`config.mk`:
```
export PLATFORM = sky130hd
export DESIGN_NAME = ext_axil_mst_flat
export DESIGN_NICKNAME = d
export VERILOG_FILES = /design/src/rtl/ext_axil_mst_pkg.sv /design/src/rtl/ext_axil_mst_if.sv /design/src/rtl/ext_axil_mst.sv /design/src/flat_wrapper.sv
export SDC_FILE = /design/constraint.sdc
export NUM_CORES = 1
export LEC_CHECK = 0
export BUFFER_PORTS_ARGS = -buffer_cell sky130_fd_sc_hd__buf_2
export CAP_MARGIN = 20
export CORE_MARGIN = 2
export CORE_UTILIZATION = 48
export CTS_CLUSTER_SIZE = 25
export DETAILED_ROUTE_END_ITERATION = 10
export PLACE_DENSITY = 0.91
export RECOVER_POWER = 50
export SETUP_SLACK_MARGIN = 0.05
export SLEW_MARGIN = 0
export SYNTH_ARGS = -nofsm -noshare
export SYNTH_HDL_FRONTEND = slang
export SYNTH_SLANG_ARGS = --single-unit
```
`constraint.sdc`:
```
create_clock -name clk -period 2.5 [get_ports clk]
set_input_delay 0.375 -clock clk [delete_from_list [all_inputs] [get_ports clk]]
set_output_delay 0.375 -clock clk [all_outputs]
set_load 0.005 [all_outputs]
```
`src/rtl/ext_axil_mst_pkg.sv`:
```
// Shared types for the ext -> AXI4-Lite master bridge: AXI response codes,
// master FSM states and the default memory window base.
package ext_axil_mst_pkg;

  typedef enum logic [1:0] {
    OKAY   = 2'b00,
    EXOKAY = 2'b01,
    SLVERR = 2'b10,
    DECERR = 2'b11
  } resp_e;

  typedef enum logic [2:0] {
    ST_IDLE,
    ST_WR,
    ST_WR_RSP,
    ST_RD_ADDR,
    ST_RD_DATA
  } mst_state_e;

  localparam logic [31:0] DEFAULT_MEM_BASE = 32'h1000_0000;

  // EXOKAY is treated as an error too: this master never issues exclusive accesses.
  function automatic logic resp_is_err(input logic [1:0] resp);
    return resp != OKAY;
  endfunction

endpackage

```
`src/rtl/ext_axil_mst_if.sv`:
```
// AXI4-Lite bus bundle shared by the bridge (master modport) and whatever
// slave or interconnect port sits on the other side (slave modport).
interface ext_axil_mst_if #(
  parameter int unsigned ADDR_WIDTH = 32,
  parameter int unsigned DATA_WIDTH = 32
);

  localparam int unsigned STRB_WIDTH = DATA_WIDTH / 8;

  logic [ADDR_WIDTH-1:0] axi_awaddr;
  logic                  axi_awvalid;
  logic                  axi_awready;

  logic [DATA_WIDTH-1:0] axi_wdata;
  logic [STRB_WIDTH-1:0] axi_wstrb;
  logic                  axi_wvalid;
  logic                  axi_wready;

  logic [1:0]            axi_bresp;
  logic                  axi_bvalid;
  logic                  axi_bready;

  logic [ADDR_WIDTH-1:0] axi_araddr;
  logic                  axi_arvalid;
  logic                  axi_arready;

  logic [DATA_WIDTH-1:0] axi_rdata;
  logic [1:0]            axi_rresp;
  logic                  axi_rvalid;
  logic                  axi_rready;

  modport master (
    output axi_awaddr, axi_awvalid, input  axi_awready,
    output axi_wdata,  axi_wstrb,   axi_wvalid, input axi_wready,
    input  axi_bresp,  axi_bvalid,  output axi_bready,
    output axi_araddr, axi_arvalid, input  axi_arready,
    input  axi_rdata,  axi_rresp,   axi_rvalid, output axi_rready
  );

  modport slave (
    input  axi_awaddr, axi_awvalid, output axi_awready,
    input  axi_wdata,  axi_wstrb,   axi_wvalid, output axi_wready,
    output axi_bresp,  axi_bvalid,  input  axi_bready,
    input  axi_araddr, axi_arvalid, output axi_arready,
    output axi_rdata,  axi_rresp,   axi_rvalid, input  axi_rready
  );

endinterface

```
`src/rtl/ext_axil_mst.sv`:
```
// AXI4-Lite master bridge: turns single-outstanding ext read/write requests from a
// core load/store port into AXI4-Lite transactions. Every output comes straight from a flop.
module ext_axil_mst
  import ext_axil_mst_pkg::*;
#(
  parameter int unsigned            ADDR_WIDTH = 32,
  parameter int unsigned            DATA_WIDTH = 32,
  parameter logic [ADDR_WIDTH-1:0]  MEM_BASE   = ADDR_WIDTH'(DEFAULT_MEM_BASE),
  localparam int unsigned           STRB_WIDTH = DATA_WIDTH / 8
) (
  input  logic                  clk,
  input  logic                  rst_n,

  input  logic                  i_ext_rd_req,
  input  logic                  i_ext_wr_req,
  input  logic [ADDR_WIDTH-1:0] i_ext_addr,
  input  logic [DATA_WIDTH-1:0] i_ext_wr_dat,
  input  logic [STRB_WIDTH-1:0] i_ext_wen,
  output logic                  o_ext_req_rdy,
  output logic [DATA_WIDTH-1:0] o_ext_rrsp_dat,
  output logic                  o_ext_rrsp_val,
  output logic                  o_ext_wrsp_val,
  output logic                  o_ext_rsp_err,

  ext_axil_mst_if.master        m_axi
);

  mst_state_e            r_state,    w_state;
  logic [ADDR_WIDTH-1:0] r_addr,     w_addr;
  logic [DATA_WIDTH-1:0] r_wdata,    w_wdata;
  logic [STRB_WIDTH-1:0] r_wstrb,    w_wstrb;
  logic                  r_awvalid,  w_awvalid;
  logic                  r_wvalid,   w_wvalid;
  logic                  r_bready,   w_bready;
  logic                  r_arvalid,  w_arvalid;
  logic                  r_rready,   w_rready;
  logic [DATA_WIDTH-1:0] r_rrsp_dat, w_rrsp_dat;
  logic                  r_rrsp_val, w_rrsp_val;
  logic                  r_wrsp_val, w_wrsp_val;
  logic                  r_rsp_err,  w_rsp_err;
  logic                  r_req_rdy,  w_req_rdy;

  logic w_aw_hs, w_w_hs, w_b_hs, w_ar_hs, w_r_hs;

  assign w_aw_hs = r_awvalid & m_axi.axi_awready;
  assign w_w_hs  = r_wvalid  & m_axi.axi_wready;
  assign w_b_hs  = r_bready  & m_axi.axi_bvalid;
  assign w_ar_hs = r_arvalid & m_axi.axi_arready;
  assign w_r_hs  = r_rready  & m_axi.axi_rvalid;

  // A single address register serves both AW and AR since only one transaction is in flight.
  always_comb begin
    w_state    = r_state;
    w_addr     = r_addr;
    w_wdata    = r_wdata;
    w_wstrb    = r_wstrb;
    w_awvalid  = r_awvalid;
    w_wvalid   = r_wvalid;
    w_bready   = r_bready;
    w_arvalid  = r_arvalid;
    w_rready   = r_rready;
    w_rrsp_dat = r_rrsp_dat;
    w_rrsp_val = 1'b0;
    w_wrsp_val = 1'b0;
    w_rsp_err  = 1'b0;

    case (r_state)
      ST_IDLE: begin
        if (i_ext_wr_req) begin
          w_state   = ST_WR;
          w_addr    = i_ext_addr + MEM_BASE;
          w_wdata   = i_ext_wr_dat;
          w_wstrb   = i_ext_wen;
          w_awvalid = 1'b1;
          w_wvalid  = 1'b1;
        end else if (i_ext_rd_req) begin
          w_state   = ST_RD_ADDR;
          w_addr    = i_ext_addr + MEM_BASE;
          w_arvalid = 1'b1;
        end
      end

      ST_WR: begin
        // A dropped valid doubles as the "phase done" flag for AW and W.
        if (w_aw_hs) w_awvalid = 1'b0;
        if (w_w_hs)  w_wvalid  = 1'b0;
        if (!w_awvalid && !w_wvalid) begin
          w_state  = ST_WR_RSP;
          w_bready = 1'b1;
        end
      end

      ST_WR_RSP: begin
        if (w_b_hs) begin
          w_state    = ST_IDLE;
          w_bready   = 1'b0;
          w_wrsp_val = 1'b1;
          w_rsp_err  = resp_is_err(m_axi.axi_bresp);
        end
      end

      ST_RD_ADDR: begin
        if (w_ar_hs) begin
          w_state   = ST_RD_DATA;
          w_arvalid = 1'b0;
          w_rready  = 1'b1;
        end
      end

      ST_RD_DATA: begin
        if (w_r_hs) begin
          w_state    = ST_IDLE;
          w_rready   = 1'b0;
          w_rrsp_dat = m_axi.axi_rdata;
          w_rrsp_val = 1'b1;
          w_rsp_err  = resp_is_err(m_axi.axi_rresp);
        end
      end

      default: begin
        w_state   = ST_IDLE;
        w_awvalid = 1'b0;
        w_wvalid  = 1'b0;
        w_bready  = 1'b0;
        w_arvalid = 1'b0;
        w_rready  = 1'b0;
      end
    endcase

    w_req_rdy = (w_state == ST_IDLE);
  end

  always_ff @(posedge clk or negedge rst_n) begin
    if (!rst_n) begin
      r_state    <= ST_IDLE;
      r_addr     <= '0;
      r_wdata    <= '0;
      r_wstrb    <= '0;
      r_awvalid  <= 1'b0;
      r_wvalid   <= 1'b0;
      r_bready   <= 1'b0;
      r_arvalid  <= 1'b0;
      r_rready   <= 1'b0;
      r_rrsp_dat <= '0;
      r_rrsp_val <= 1'b0;
      r_wrsp_val <= 1'b0;
      r_rsp_err  <= 1'b0;
      r_req_rdy  <= 1'b1;
    end else begin
      r_state    <= w_state;
      r_addr     <= w_addr;
      r_wdata    <= w_wdata;
      r_wstrb    <= w_wstrb;
      r_awvalid  <= w_awvalid;
      r_wvalid   <= w_wvalid;
      r_bready   <= w_bready;
      r_arvalid  <= w_arvalid;
      r_rready   <= w_rready;
      r_rrsp_dat <= w_rrsp_dat;
      r_rrsp_val <= w_rrsp_val;
      r_wrsp_val <= w_wrsp_val;
      r_rsp_err  <= w_rsp_err;
      r_req_rdy  <= w_req_rdy;
    end
  end

  assign m_axi.axi_awaddr  = r_addr;
  assign m_axi.axi_awvalid = r_awvalid;
  assign m_axi.axi_wdata   = r_wdata;
  assign m_axi.axi_wstrb   = r_wstrb;
  assign m_axi.axi_wvalid  = r_wvalid;
  assign m_axi.axi_bready  = r_bready;
  assign m_axi.axi_araddr  = r_addr;
  assign m_axi.axi_arvalid = r_arvalid;
  assign m_axi.axi_rready  = r_rready;

  assign o_ext_req_rdy  = r_req_rdy;
  assign o_ext_rrsp_dat = r_rrsp_dat;
  assign o_ext_rrsp_val = r_rrsp_val;
  assign o_ext_wrsp_val = r_wrsp_val;
  assign o_ext_rsp_err  = r_rsp_err;

endmodule

```
`src/flat_wrapper.sv`:
```
// flat-port wrapper written by rule: the top's interface ports become plain ports
module ext_axil_mst_flat import ext_axil_mst_pkg::*;
#(
  parameter int unsigned            ADDR_WIDTH = 32,
  parameter int unsigned            DATA_WIDTH = 32,
  parameter logic [ADDR_WIDTH-1:0]  MEM_BASE   = ADDR_WIDTH'(DEFAULT_MEM_BASE),
  localparam int unsigned           STRB_WIDTH = DATA_WIDTH / 8
)
  (clk, rst_n, i_ext_rd_req, i_ext_wr_req, i_ext_addr, i_ext_wr_dat, i_ext_wen, o_ext_req_rdy, o_ext_rrsp_dat, o_ext_rrsp_val, o_ext_wrsp_val, o_ext_rsp_err, m_axi_axi_awaddr, m_axi_axi_awvalid, m_axi_axi_awready, m_axi_axi_wdata, m_axi_axi_wstrb, m_axi_axi_wvalid, m_axi_axi_wready, m_axi_axi_bresp, m_axi_axi_bvalid, m_axi_axi_bready, m_axi_axi_araddr, m_axi_axi_arvalid, m_axi_axi_arready, m_axi_axi_rdata, m_axi_axi_rresp, m_axi_axi_rvalid, m_axi_axi_rready);
  ext_axil_mst_if #(.ADDR_WIDTH(ADDR_WIDTH), .DATA_WIDTH(DATA_WIDTH)) m_axi_i ();
  input  logic clk;
  input  logic rst_n;
  input  logic i_ext_rd_req;
  input  logic i_ext_wr_req;
  input  logic [ADDR_WIDTH-1:0] i_ext_addr;
  input  logic [DATA_WIDTH-1:0] i_ext_wr_dat;
  input  logic [STRB_WIDTH-1:0] i_ext_wen;
  output logic o_ext_req_rdy;
  output logic [DATA_WIDTH-1:0] o_ext_rrsp_dat;
  output logic o_ext_rrsp_val;
  output logic o_ext_wrsp_val;
  output logic o_ext_rsp_err;
  output wire logic [$bits(m_axi_i.axi_awaddr)-1:0] m_axi_axi_awaddr;
  output wire logic [$bits(m_axi_i.axi_awvalid)-1:0] m_axi_axi_awvalid;
  input wire logic [$bits(m_axi_i.axi_awready)-1:0] m_axi_axi_awready;
  output wire logic [$bits(m_axi_i.axi_wdata)-1:0] m_axi_axi_wdata;
  output wire logic [$bits(m_axi_i.axi_wstrb)-1:0] m_axi_axi_wstrb;
  output wire logic [$bits(m_axi_i.axi_wvalid)-1:0] m_axi_axi_wvalid;
  input wire logic [$bits(m_axi_i.axi_wready)-1:0] m_axi_axi_wready;
  input wire logic [$bits(m_axi_i.axi_bresp)-1:0] m_axi_axi_bresp;
  input wire logic [$bits(m_axi_i.axi_bvalid)-1:0] m_axi_axi_bvalid;
  output wire logic [$bits(m_axi_i.axi_bready)-1:0] m_axi_axi_bready;
  output wire logic [$bits(m_axi_i.axi_araddr)-1:0] m_axi_axi_araddr;
  output wire logic [$bits(m_axi_i.axi_arvalid)-1:0] m_axi_axi_arvalid;
  input wire logic [$bits(m_axi_i.axi_arready)-1:0] m_axi_axi_arready;
  input wire logic [$bits(m_axi_i.axi_rdata)-1:0] m_axi_axi_rdata;
  input wire logic [$bits(m_axi_i.axi_rresp)-1:0] m_axi_axi_rresp;
  input wire logic [$bits(m_axi_i.axi_rvalid)-1:0] m_axi_axi_rvalid;
  output wire logic [$bits(m_axi_i.axi_rready)-1:0] m_axi_axi_rready;
  assign m_axi_axi_awaddr = m_axi_i.axi_awaddr;
  assign m_axi_axi_awvalid = m_axi_i.axi_awvalid;
  assign m_axi_i.axi_awready = m_axi_axi_awready;
  assign m_axi_axi_wdata = m_axi_i.axi_wdata;
  assign m_axi_axi_wstrb = m_axi_i.axi_wstrb;
  assign m_axi_axi_wvalid = m_axi_i.axi_wvalid;
  assign m_axi_i.axi_wready = m_axi_axi_wready;
  assign m_axi_i.axi_bresp = m_axi_axi_bresp;
  assign m_axi_i.axi_bvalid = m_axi_axi_bvalid;
  assign m_axi_axi_bready = m_axi_i.axi_bready;
  assign m_axi_axi_araddr = m_axi_i.axi_araddr;
  assign m_axi_axi_arvalid = m_axi_i.axi_arvalid;
  assign m_axi_i.axi_arready = m_axi_axi_arready;
  assign m_axi_i.axi_rdata = m_axi_axi_rdata;
  assign m_axi_i.axi_rresp = m_axi_axi_rresp;
  assign m_axi_i.axi_rvalid = m_axi_axi_rvalid;
  assign m_axi_axi_rready = m_axi_i.axi_rready;
  ext_axil_mst #(.ADDR_WIDTH(ADDR_WIDTH), .DATA_WIDTH(DATA_WIDTH), .MEM_BASE(MEM_BASE)) u_core (.clk(clk), .rst_n(rst_n), .i_ext_rd_req(i_ext_rd_req), .i_ext_wr_req(i_ext_wr_req), .i_ext_addr(i_ext_addr), .i_ext_wr_dat(i_ext_wr_dat), .i_ext_wen(i_ext_wen), .o_ext_req_rdy(o_ext_req_rdy), .o_ext_rrsp_dat(o_ext_rrsp_dat), .o_ext_rrsp_val(o_ext_rrsp_val), .o_ext_wrsp_val(o_ext_wrsp_val), .o_ext_rsp_err(o_ext_rsp_err), .m_axi(m_axi_i));
endmodule
```
# [Word level (Yosys, flattened, before mapping)]
# Index checks and enable logic that the tools add are counted.
[word_totals] inputBits=113 elab_cells=87 reg_bits=112 output_inout_bits=141
[classes] n_eq_ne=11 bitwise_logic=9 add_sub_neg=1 reduce_logical=19 n_mux=33
[ops] op="32-bit two-way mux" n=2
[ops] op="32-bit by 29-bit adder with 32-bit output, second input constant" n=1
[ops] op="1-bit two-way mux" n=18
[ops] op="3-bit two-way mux" n=6
[ops] op="1-bit case mux with 3 select lines" n=5
[ops] op="3-bit case mux with 5 select lines" n=1
[ops] op="3-bit OR reduction" n=4
[ops] op="2-bit by 1-bit inequality test with 1-bit output, second input constant" n=4
[ops] op="2-bit AND reduction" n=4
[ops] op="3-bit by 2-bit equality test with 1-bit output, second input constant" n=2
[ops] op="3-bit logical NOT" n=2
[ops] op="2-bit inequality test, second input constant" n=3
[ops] op="3-bit AND reduction" n=2
[ops] op="2-bit nonzero test" n=3
[ops] op="1-bit bitwise AND" n=5
[ops] op="1-bit NOT" n=4
[ops] op="4-bit AND reduction" n=1
[ops] op="3-bit by 1-bit equality test with 1-bit output, second input constant" n=1
[ops] op="3-bit equality test, second input constant" n=1
[ops] op="1-bit logical NOT" n=2
[ops] op="1-bit case mux with 2 select lines" n=1
[ops] op="1-bit logical AND" n=1

# [Logic depth before layout (Yosys ltp)]
# Gate-level depths: netlist (run 1).
[logic_depth] word_depth=8 depth_mapped=7 depth_no_buf=4

# [Least setup slack after synthesis (run 1)]
# No wires, ideal clock.
[synth_timing] kind="register -> register" startpoint="register u_core.r_state[0]" endpoint="register u_core.r_wdata[10] (netlist: u_core.m_axi.axi_wdata[10])" arrival_time_ns=1.500 path_stages_with_launch=7 setup_slack_ns=0.875 synth_period_minus_slack_ns=1.625 setup_time_ns=0.125 path_cell_list="dfrtp_1 buf_2 nor3_2 and2_1 buf_4 buf_4 mux2_2"
[synth_between] elab_chain_len=2
[synth_rtl] item="start, declared" line_no="ext_axil_mst.sv:28" rtl="mst_state_e r_state, w_state;"
[synth_rtl] item="start signal, assigned" line_no="ext_axil_mst.sv:150" rtl="r_state <= w_state;"
[synth_rtl] item="3-bit logical NOT" line_no="ext_axil_mst.sv:67" rtl="case (r_state)"
[synth_rtl] item="2-bit AND reduction (no source line)"
[synth_rtl] item="end signal, assigned" line_no="ext_axil_mst.sv:152" rtl="r_wdata <= w_wdata;"
[synth_rtl] item="end, declared" line_no="ext_axil_mst.sv:30" rtl="logic [DATA_WIDTH-1:0] r_wdata, w_wdata;"
# Every way passes these cells.
# A chain may end at the register's enable or synchronous reset.

# [Final worst setup path (run 1)]
[layout_timing] startpoint="register u_core.r_state[2]" endpoint="register u_core.r_wdata[19] (netlist: u_core.m_axi.axi_wdata[19])"
# The elaborated chain is that of the path after synthesis.

==> results of run 1 <==
-- per-layer routing --
metal | wire (microns) | track usage | vias to the layer above
li1 | - | - | 1645
met5 | 0 | 0 | -
met1 | 4140 | 0.223 | 1655
met2 | 5890 | 0.373 | 169
met4 | 99 | 0.0447 | 0
met3 | 809 | 0.0538 | 13
-- registers in the layout (all words and copies together), names as in the netlist --
signal and count:
u_core.o_ext_req_rdy 1, u_core.o_ext_rrsp_dat 32, u_core.m_axi.axi_araddr 32, u_core.o_ext_rrsp_val 1, u_core.r_state 3, u_core.m_axi.axi_bready 1, u_core.m_axi.axi_awvalid 1, u_core.o_ext_rsp_err 1
u_core.m_axi.axi_arvalid 1, u_core.m_axi.axi_rready 1, u_core.m_axi.axi_wvalid 1, u_core.m_axi.axi_wdata 32, u_core.m_axi.axi_wstrb 4, u_core.o_ext_wrsp_val 1
-- Yosys cell counts, types with 2 or more instances --
library cell,instances
o31ai_1,2
o211ai_1,4
nor2b_1,2
buf_6,4
clkbuf_1,4
buf_4,36
o21ai_0,10
buf_2,4
inv_1,3
nor2_1,3
mux2_1,3
mux2_2,65
dfrtp_1,111
and3_1,2
nand3_1,3
nand2b_1,3
nand2_1,96
-- layout make-up --
| cell class | count | area [sq um] | share of cell area |
|---|---|---|---|
| Timing Repair Buffer | 260 | 1270 | 0.216 |
| Inverter | 4 | 15.0 | 0.00255 |
| Tap cell | 129 | 161 | 0.0275 |
| Clock inverter | 5 | 63.8 | 0.0109 |
| Sequential cell | 112 | 2800 | 0.477 |
| Multi-Input combinational cell | 208 | 1420 | 0.242 |
| Clock buffer | 11 | 141 | 0.0241 |
-- logic make-up after synthesis --
family	after synthesis	share of synthesized area
AOI/OAI and AO/OA	22	0.0300
xor gates and xnor gates	2	0.00382
adders and majority gates	1	0.00273
buffers and inverters	52	0.0796
DFF	112	0.611
muxes	68	0.167
and+or+nand+nor	115	0.106
-- per-stage QoR --
step | util | power [W] | hold WS [ns]
finish | 0.636 | 0.00695 | 0.203
floorplan | - | 0.00483 | 0.0794
global route | 0.636 | 0.00744 | 0.184
global placement | 0.620 | 0.00580 | 0.382
CTS | 0.643 | 0.00709 | 0.186
detailed placement | 0.620 | 0.00599 | 0.389
-- how the worst max path moves through the flow --
stage                      startpoint                         end  depth (start not counted)
floorplan           u_core.r_state[0]  u_core.m_axi.axi_wdata[10]                          6
global placement    u_core.r_state[2]   u_core.m_axi.axi_wdata[1]                          4
detailed placement  u_core.r_state[2]   u_core.m_axi.axi_wdata[8]                          4
CTS                 u_core.r_state[2]  u_core.m_axi.axi_wdata[19]                          4
global route        u_core.r_state[0]  u_core.m_axi.axi_wdata[31]                          4
finish              u_core.r_state[2]  u_core.m_axi.axi_wdata[19]                          4
-- repair_timing --
action / in CTS / in global routing
hold buffers: 1 / 0
endpoints found under the hold margin: 35 / 0
setup endpoints to repair: 0 / 0
-- tightest hold or removal path, stage by stage --
cell,delay [ns]
buf_2,0.07
nand2_1,0.04
nand2_1,0.04
-- report_power, final --
part	internal [W]	leakage [nW]	total [W]	switching, W
combinational	0.00135	1.63	0.00263	0.00127
clock	0.000500	0.100	0.00111	0.000608
sequential	0.00265	1.41	0.00321	0.000568
total	0.00450	3.15	0.00695	0.00245
==> results.ini, run 1 <==
[timing]
setup_tns_ns = 0
slew_headroom = 0.318
setup-violations-final = 0
worst_slew_pin_slew_ns = 1.02
clock_skew_ns = 0.0106
period_minus_slack_ns = 1.94
hold_viol_final = 0
setup_slack_ns = 0.555
report.final.slew_viol_count = 0
rsz0062_at_grt = no
final.period_utilization = 0.778
fmax_mhz = 514

[detailed_routing]
viasPerCell = 4.78
antenna_left = 0
vias = 3482
drc = 0
drt_iter0_drc = 67
wl_microns = 10900
wl_per_cell_microns = 15.0
firstDrtPassIters = 4

[cts]
cts_resized = 0
cts_buffers = 9
cts_tree = done
post_cts_buffers = 0
path_clk_slew_ns = 0.10
clock_path_buffers = 2
cts_num_sinks = 112
clock_latency_ns = 0.35
cts-root-buf = clkbuf_8
cts_max_level = 3

[critical_path]
setup.worst_path.class = reg2reg
crit_required_ns = 2.74
crit_arrival_ns = 2.18
worstSetupStartpointType = flop
crit_chain = nor3_2 > and2_1 > buf_4 > mux2_2
worst_path_max_delay_cell = dfrtp_1
cp_max_fo = 36
critical_path_buf_inv_count = 1
endpoint_kind = flop
worstRegToRegCells = 4
r2r-start = u_core.r_state[2]
r2r_end = u_core.m_axi.axi_wdata[19]
ff2ff_setup_slack_ns = 0.56
crit_family = flip-flops
critical-path-max-stage-delay_ns = 0.51

[status]
outcome = complete, no violations

[synth]
ys_types = 34
synth_top_flop_cell = dfrtp_1
yosysSeqAreaShare = 0.611
synthArstFlopShare = 1.00
ys_top_cells_by_area = dfrtp_1 (61%), mux2_2 (16%), nand2_1 (7.9%)
ys_warn_count = 0
ys_ff_latch = 112
syn-cell-area_sq_um = 4590
netlist.area_leader.share = 0.605
synth_cells = 372
synth_top_cell_by_area = dfrtp_1
syn-num-nets = 486
synth-edff-count = 0
avgSynthCellArea_sq_um = 12.3

[grt]
grt_pass1_vias = 3437
grt_pass1_wl_microns = 15900
globalRouteTotalUtil = 0.198
grt-ovfl-total = 0
antenna_found_initial = 0
grt_max_degree = 55

[floorplanning]
chipHeight_microns = 102
start_util = 0.497
io_pins = 254
die-area_sq_um = 10400
placementRows = 35
die_x_microns = 102
core_area_sq_um = 9240

[place]
dp.cells = 712
dp_hpwl_microns = 8280
routabilityCongestion = 0.861
placed_cell_area_sq_um = 5730
place_ws_ns = 0.592
io_buffers = 253

[run]
drv_cap = 0

[final_layout]
nets = 709
drive_gt1_frac = 0.490
stdcell_area_sq_um = 5880
layout_commonest_cell = buf_2
syn_to_final_growth_pct = 28.1
n_fill_cell = 784
final_cell_mix = buf_2 (201), dfrtp_1 (111), nand2_1 (96)
fin_cells = 729
n_antenna_cell = 0

[power_and_ir_drop]
irDropWorstVdd_mv = 0.575
powerDensity_nw_per_um2 = 1180
p_leak_nw = 3.15

[worst_hold_path]
min_from = i_ext_addr[12]
holdPathEnd = u_core.m_axi.axi_araddr[12]
hold_class = in2reg
whs_path_depth = 3

(Power assumes the default switching activity.)
==> inputs of run 2 (changes only) <==
--- a/config.mk
+++ b/config.mk
@@ -8,10 +8,10 @@
 export BUFFER_PORTS_ARGS = -buffer_cell sky130_fd_sc_hd__buf_2
 export CAP_MARGIN = 20
 export CORE_MARGIN = 2
-export CORE_UTILIZATION = 48
+export CORE_UTILIZATION = 40
 export CTS_CLUSTER_SIZE = 25
 export DETAILED_ROUTE_END_ITERATION = 10
-export PLACE_DENSITY = 0.91
+export PLACE_DENSITY = 0.81
 export RECOVER_POWER = 50
 export SETUP_SLACK_MARGIN = 0.05
 export SLEW_MARGIN = 0
==> constraint.sdc (replaced) <==
create_clock -name clk -period 1.78 [get_ports clk]
set_input_delay 0.267 -clock clk [delete_from_list [all_inputs] [get_ports clk]]
set_output_delay 0.267 -clock clk [all_outputs]
set_load 0.005 [all_outputs]
==> run 2 against run 1 <==
  * Worst hold slack worse by 0.088 ns
  * Routed wire length shrank 0.86%
  * Clock skew down 0.0064 ns
  * Utilization shrank 10 points
  * Setup slack worse by 0.40 ns
  * Critical path depth unchanged
  * First-iteration DRC count is 85% higher
  * Flip-flop and latch count unchanged
  * Critical path type unchanged
  * Largest power group unchanged
==> results.ini, run 2 (synthesized netlist as in run 1, its figures left out) <==
[timing]
rsz0062_at_grt = no
period_minus_slack_ns = 1.62  ; -0.322 ns
slew_headroom = 0.000481  ; -0.318
report.final.slew_viol_count = 0  ; unchanged
fmax_mhz = 616  ; +20%
worst_slew_pin_slew_ns = 1.50  ; +0.476 ns
setup-violations-final = 0  ; unchanged
setup_tns_ns = 0  ; unchanged
hold_ws_ns = 0.115  ; -0.0880 ns
clock_skew_ns = 0.00426  ; -0.00636 ns
hold_viol_final = 0  ; unchanged
final.period_utilization = 0.912  ; +0.134

[cts]
cts_max_level = 3  ; unchanged
cts_resized = 0  ; unchanged
cts_buffers = 9  ; unchanged
post_cts_buffers = 0  ; unchanged
cts-root-buf = clkbuf_16
clock_path_buffers = 2  ; unchanged
cts_num_sinks = 112  ; unchanged
cts_tree = done
path_clk_slew_ns = 0.07  ; -0.03 ns
clock_latency_ns = 0.34  ; about the same
hold_buffers = 0  ; -1

[place]
io_buffers = 253  ; unchanged
dp.cells = 729  ; +2.4%
routabilityCongestion = 0.869  ; +0.96%
dp_hpwl_microns = 8000  ; -3.4%

[critical_path]
worst_path_max_delay_cell = dfrtp_1
crit_chain = nor3_2 > and2_1 > buf_12 > mux2_2
crit_arrival_ns = 1.84  ; -0.34 ns
worstSetupStartpointType = flop
cp_max_fo = 36  ; unchanged
crit_required_ns = 2.00  ; -0.74 ns
critical-path-max-stage-delay_ns = 0.50  ; about the same
endpoint_kind = flop
setup.worst_path.class = reg2reg

[grt]
grt_pass1_wl_microns = 17100  ; +7.9%
globalRouteTotalUtil = 0.172  ; -0.0268
grt_max_degree = 113  ; +110%
grt_pass1_vias = 3588  ; +4.4%
grt-ovfl-total = 0  ; unchanged
antenna_found_initial = 0  ; unchanged

[floorplanning]
die-area_sq_um = 12300  ; +19%
placementRows = 39  ; +11%
core_area_sq_um = 11300  ; +23%
die_x_microns = 111  ; +9.2%
io_pins = 254  ; unchanged
chipHeight_microns = 111  ; +9.2%
start_util = 0.405  ; -0.0913

[detailed_routing]
drt_iter0_drc = 124  ; +85%
drc = 0  ; unchanged
vias = 3536  ; +1.6%
viasPerCell = 4.75  ; -0.50%
wl_microns = 10800  ; -0.86%
firstDrtPassIters = 4  ; unchanged
wl_per_cell_microns = 14.6  ; -2.9%
antenna_left = 0  ; unchanged

[final_layout]
layout_commonest_cell = buf_2
fin_cells = 744  ; +2.1%
n_antenna_cell = 0  ; unchanged
final_cell_mix = buf_2 (222), dfrtp_1 (111), nand2_1 (96)
nets = 711  ; +0.28%
drive_gt1_frac = 0.527  ; +0.0375
syn_to_final_growth_pct = 31.7

[status]
outcome = complete, no violations

[worst_hold_path]
hold_class = in2reg

[power_and_ir_drop]
p_leak_nw = 3.28  ; +4.3%
irDropWorstVdd_mv = 0.769  ; +34%
powerDensity_nw_per_um2 = 1690  ; +43%

[run]
drv_cap = 0  ; unchanged

[run 2: worst paths after layout]
check	start	endpoint	slack, ns	depth (start not counted)
min in group asynchronous	rst_n	u_core.o_ext_rrsp_dat[11]	0.40	2
max reg2reg	u_core.r_state[0]	u_core.m_axi.axi_wdata[24]	0.16	4
min	i_ext_addr[15]	u_core.m_axi.axi_araddr[15]	0.12	3
min reg2reg	u_core.o_ext_rrsp_dat[27]	u_core.o_ext_rrsp_dat[27]	0.49	1
max	u_core.r_state[0]	u_core.m_axi.axi_wdata[24]	0.16	4
max in group asynchronous	rst_n	u_core.m_axi.axi_araddr[28]	0.41	2
[run 2: power breakdown]
group,internal (W),switching [W],leakage (nW)
clock,0.00101,0.000857,0.134
combinational,0.00207,0.00183,1.74
sequential,0.00372,0.000738,1.41
total,0.00681,0.00342,3.28
[run 2: area by class of cell]
class                   instances  area [sq um]
fillers                       971          5280
flip-flops and latches        112          2800
multi-input cells             208          1420
repair buffers                262          1350
clock buffers                  12           256
well taps                     143           179
clock inverters                 3          17.5
inverters                       4          15.0
[run 2: worst max-delay path, delay by kind of cell, from the launching register on]
| family | cells | cell delay (ns) |
|---|---|---|
| muxes | 1 | 0.36 |
| buffers and inverters | 1 | 0.22 |
| DFF | 1 | 0.50 |
| and+or+nand+nor | 2 | 0.40 |
[run 2: per-layer routing]
metal | wire length, microns | track usage
met3 | 739 | 0.0421
met5 | 0 | 0
met4 | 247 | 0.0733
met1 | 4220 | 0.196
met2 | 5630 | 0.306
[run 2: per-stage QoR]
stage                util  total power [W]  worst slack [ns]  instance area [sq um]
detailed placement  0.514          0.00854             0.162                   5820
global placement    0.514          0.00832             0.209                   5820
floorplan               -          0.00679             0.155                   4590
finish              0.534           0.0102             0.157                   6040
CTS                 0.538           0.0105             0.153                   6090
global route        0.534           0.0109            0.0695                   6040
==> inputs of run 3 (changes only) <==
--- a/config.mk
+++ b/config.mk
@@ -5,13 +5,14 @@
 export SDC_FILE = /design/constraint.sdc
 export NUM_CORES = 1
 export LEC_CHECK = 0
+export ABC_AREA = 1
 export BUFFER_PORTS_ARGS = -buffer_cell sky130_fd_sc_hd__buf_2
 export CAP_MARGIN = 20
 export CORE_MARGIN = 2
-export CORE_UTILIZATION = 40
+export CORE_UTILIZATION = 41
 export CTS_CLUSTER_SIZE = 25
 export DETAILED_ROUTE_END_ITERATION = 10
-export PLACE_DENSITY = 0.81
+export PLACE_DENSITY = 0.82
 export RECOVER_POWER = 50
 export SETUP_SLACK_MARGIN = 0.05
 export SLEW_MARGIN = 0
==> run 3 against run 2 <==
  * Count of clock-buffer cells in the layout down 2
  * Highest routed layer unchanged
  * Critical path depth grew 3
  * Routed wire length rose by 8.1%
  * Global-route usage increased by 2.1 points
  * Cell count rose by 23%
  * Via count increased by 20%
  * Clock power increased by 3%
  * Utilization rose by 0.94 points
  * Setup slack gained 0.093 ns
  * Clock skew rose by 0.0047 ns
==> results.ini, run 3 <==
[synth]
synth_cells = 546  ; +47%
synth_top_cell_by_area = dfrtp_1
ys_warn_count = 0  ; unchanged
synthArstFlopShare = 1.00  ; unchanged
ys_top_cells_by_area = dfrtp_1 (58%), nand2_1 (23%), buf_4 (6.2%)
ys_types = 21  ; -38%
syn-num-nets = 660  ; +36%
yosysSeqAreaShare = 0.590  ; -0.0209
yosysMostFrequentCell = nand2_1
synth_common_cells = nand2_1 (289), dfrtp_1 (111), nand3_1 (44)
netlist.area_leader.share = 0.585  ; -0.0207
avgSynthCellArea_sq_um = 8.70  ; -29%
syn-cell-area_sq_um = 4750  ; +3.5%
synth_top_flop_cell = dfrtp_1
ys_ff_latch = 112  ; unchanged
synth-edff-count = 0  ; unchanged

[worst_hold_path]
min_from = m_axi_axi_rdata[19]
holdPathEnd = u_core.o_ext_rrsp_dat[19]
hold_class = in2reg
whs_path_depth = 3  ; unchanged

[critical_path]
crit_arrival_ns = 1.76  ; -0.08 ns
crit_required_ns = 2.02  ; +0.02 ns
crit_family = simple AND/OR/NAND/NOR gates
critical-path-max-stage-delay_ns = 0.47  ; -0.03 ns
crit_chain = nor2_4 > nand2_2 > inv_2 > nand2_2 > buf_4 > nand2_1 > nand2_1
worstSetupStartpointType = flop
ff2ff_setup_slack_ns = 0.25  ; +0.09 ns
r2r-start = u_core.r_state[0]
cp_max_fo = 17  ; -53%
endpoint_kind = flop
critical_path_buf_inv_count = 2  ; +1
worstRegToRegCells = 7  ; +3
worst_path_max_delay_cell = dfrtp_1
setup.worst_path.class = reg2reg
r2r_end = u_core.m_axi.axi_wdata[12]

[place]
placed_cell_area_sq_um = 5950  ; +2.1%
routabilityCongestion = 0.851  ; -2.0%
dp_hpwl_microns = 8730  ; +9.1%
io_buffers = 253  ; unchanged

[detailed_routing]
dr_wl_met3_microns = 660  ; -11%
wl_per_cell_microns = 12.8  ; -12%
viasPerCell = 4.63  ; -2.6%
drc = 0  ; unchanged
vias = 4240  ; +20%
wl_microns = 11700  ; +8.1%
firstDrtPassIters = 4  ; unchanged
highest_layer = met4
wl_met1_microns = 4870  ; +15%
drt_iter0_drc = 296  ; +140%
met2_length_microns = 5940  ; +5.5%
antenna_left = 0  ; unchanged

[timing]
clock_skew_ns = 0.00901  ; +0.00475 ns
worst_slew_pin_slew_ns = 0.763  ; -0.736 ns
fmax_mhz = 654  ; +6.1%
rsz0062_at_grt = no
setup_tns_ns = 0  ; unchanged
report.final.slew_viol_count = 0  ; unchanged
hold_viol_final = 0  ; unchanged
setup-violations-final = 0  ; unchanged
hold_ws_ns = 0.110  ; -0.00525 ns
slew_headroom = 0.491  ; +0.491
period_minus_slack_ns = 1.53  ; -0.0933 ns
final.period_utilization = 0.859  ; -0.0524

[floorplanning]
io_pins = 254  ; unchanged
chipHeight_microns = 112  ; +0.49%
placementRows = 39  ; unchanged
die_x_microns = 112  ; +0.49%
die-area_sq_um = 12500  ; +0.98%
core_area_sq_um = 11400  ; +0.43%
start_util = 0.418  ; +0.0126

[grt]
grt_pass1_wl_microns = 19500  ; +14%
antenna_found_initial = 0  ; unchanged
grt-ovfl-total = 0  ; unchanged
grt_pass1_vias = 4055  ; +13%
globalRouteTotalUtil = 0.192  ; +0.0205
grt_max_degree = 42  ; -63%

[cts]
cts_resized = 0  ; unchanged
clock_path_buffers = 2  ; unchanged
cts_max_level = 3  ; unchanged
cts_num_sinks = 112  ; unchanged
path_clk_slew_ns = 0.08  ; about the same
cts_buffers = 9  ; unchanged
clock_latency_ns = 0.34  ; about the same
cts-root-buf = clkbuf_16
cts_tree = done

[final_layout]
final_core_util = 0.543  ; +0.00937
syn_to_final_growth_pct = 30.0
n_antenna_cell = 0  ; unchanged
stdcell_area_sq_um = 6180  ; +2.2%
final_cell_mix = nand2_1 (289), buf_2 (227), dfrtp_1 (111)
layout_commonest_cell = nand2_1
nets = 882  ; +24%
drive_gt1_frac = 0.343  ; -0.185

[run]
drv_cap = 0  ; unchanged

[power_and_ir_drop]
irDropWorstVdd_mv = 0.751  ; -2.3%
powerDensity_nw_per_um2 = 1560  ; -7.7%
p_leak_nw = 3.73  ; +14%

[status]
outcome = complete, no violations

-- run 3: through the flow --
stage / worst slack, ns / std cells / power [W]
global placement: 0.319 / 899 / 0.00774
CTS: 0.242 / 916 / 0.00983
floorplan: 0.525 / 546 / 0.00646
global route: 0.0879 / 916 / 0.0105
detailed placement: 0.255 / 899 / 0.00788
finish: 0.251 / 916 / 0.00965
-- run 3: final cells by class --
| type | count | area [sq um] |
|---|---|---|
| fill | 1056 | 5190 |
| sequential | 112 | 2800 |
| multi-input combinational | 364 | 1500 |
| timing repair buffer | 266 | 1360 |
| clock buffer | 10 | 229 |
| tap | 143 | 179 |
| inverter | 15 | 56.3 |
| clock inverter | 6 | 53.8 |
-- run 3: how the worst max path moves through the flow --
stage / start / endpoint / slack, ns / depth (start not counted)
floorplan: u_core.r_state[0] / u_core.m_axi.axi_araddr[0] / 0.53 / 7
CTS: u_core.r_state[0] / u_core.m_axi.axi_wdata[12] / 0.24 / 7
global route: u_core.r_state[0] / u_core.m_axi.axi_araddr[30] / 0.09 / 6
finish: u_core.r_state[0] / u_core.m_axi.axi_wdata[12] / 0.25 / 7
global placement: u_core.r_state[0] / u_core.m_axi.axi_araddr[28] / 0.32 / 6
detailed placement: u_core.r_state[0] / u_core.m_axi.axi_wdata[12] / 0.25 / 7
-- run 3: cells by family after synthesis --
logic type / share of synthesized area
AOI/OAI and AO/OA: 0.0161
buffers and inverters: 0.0948
DFF: 0.590
and+or+nand+nor: 0.293
adders and majority gates: 0.00263
xor gates and xnor gates: 0.00369
-- run 3: power by group --
part,internal [W],switching [W],total [W],leakage [nW]
Sequential,0.00353,0.000647,0.00418,1.44
Combinational,0.00157,0.00198,0.00355,2.15
Clock,0.000974,0.000947,0.00192,0.135
Total,0.00607,0.00358,0.00965,3.73
-- run 3: what timing repair did --
item                                   4_1_cts  5_1_grt
hold buffers                                 1        0
setup buffers                                0        0
endpoints found under the hold margin       17        0
-- run 3: worst reg2reg max path: stages, from the launching register on --
cell	delay [ns]
dfrtp_1	0.47
nor2_4	0.18
nand2_2	0.09
inv_2	0.25
nand2_2	0.09
buf_4	0.21
nand2_1	0.08
nand2_1	0.06
-- run 3: per-layer routing --
metal	vias to the layer above	global-route usage
met3	18	0.0305
li1	2094	-
met2	153	0.335
met1	1975	0.241
met5	-	0
met4	0	0.0749
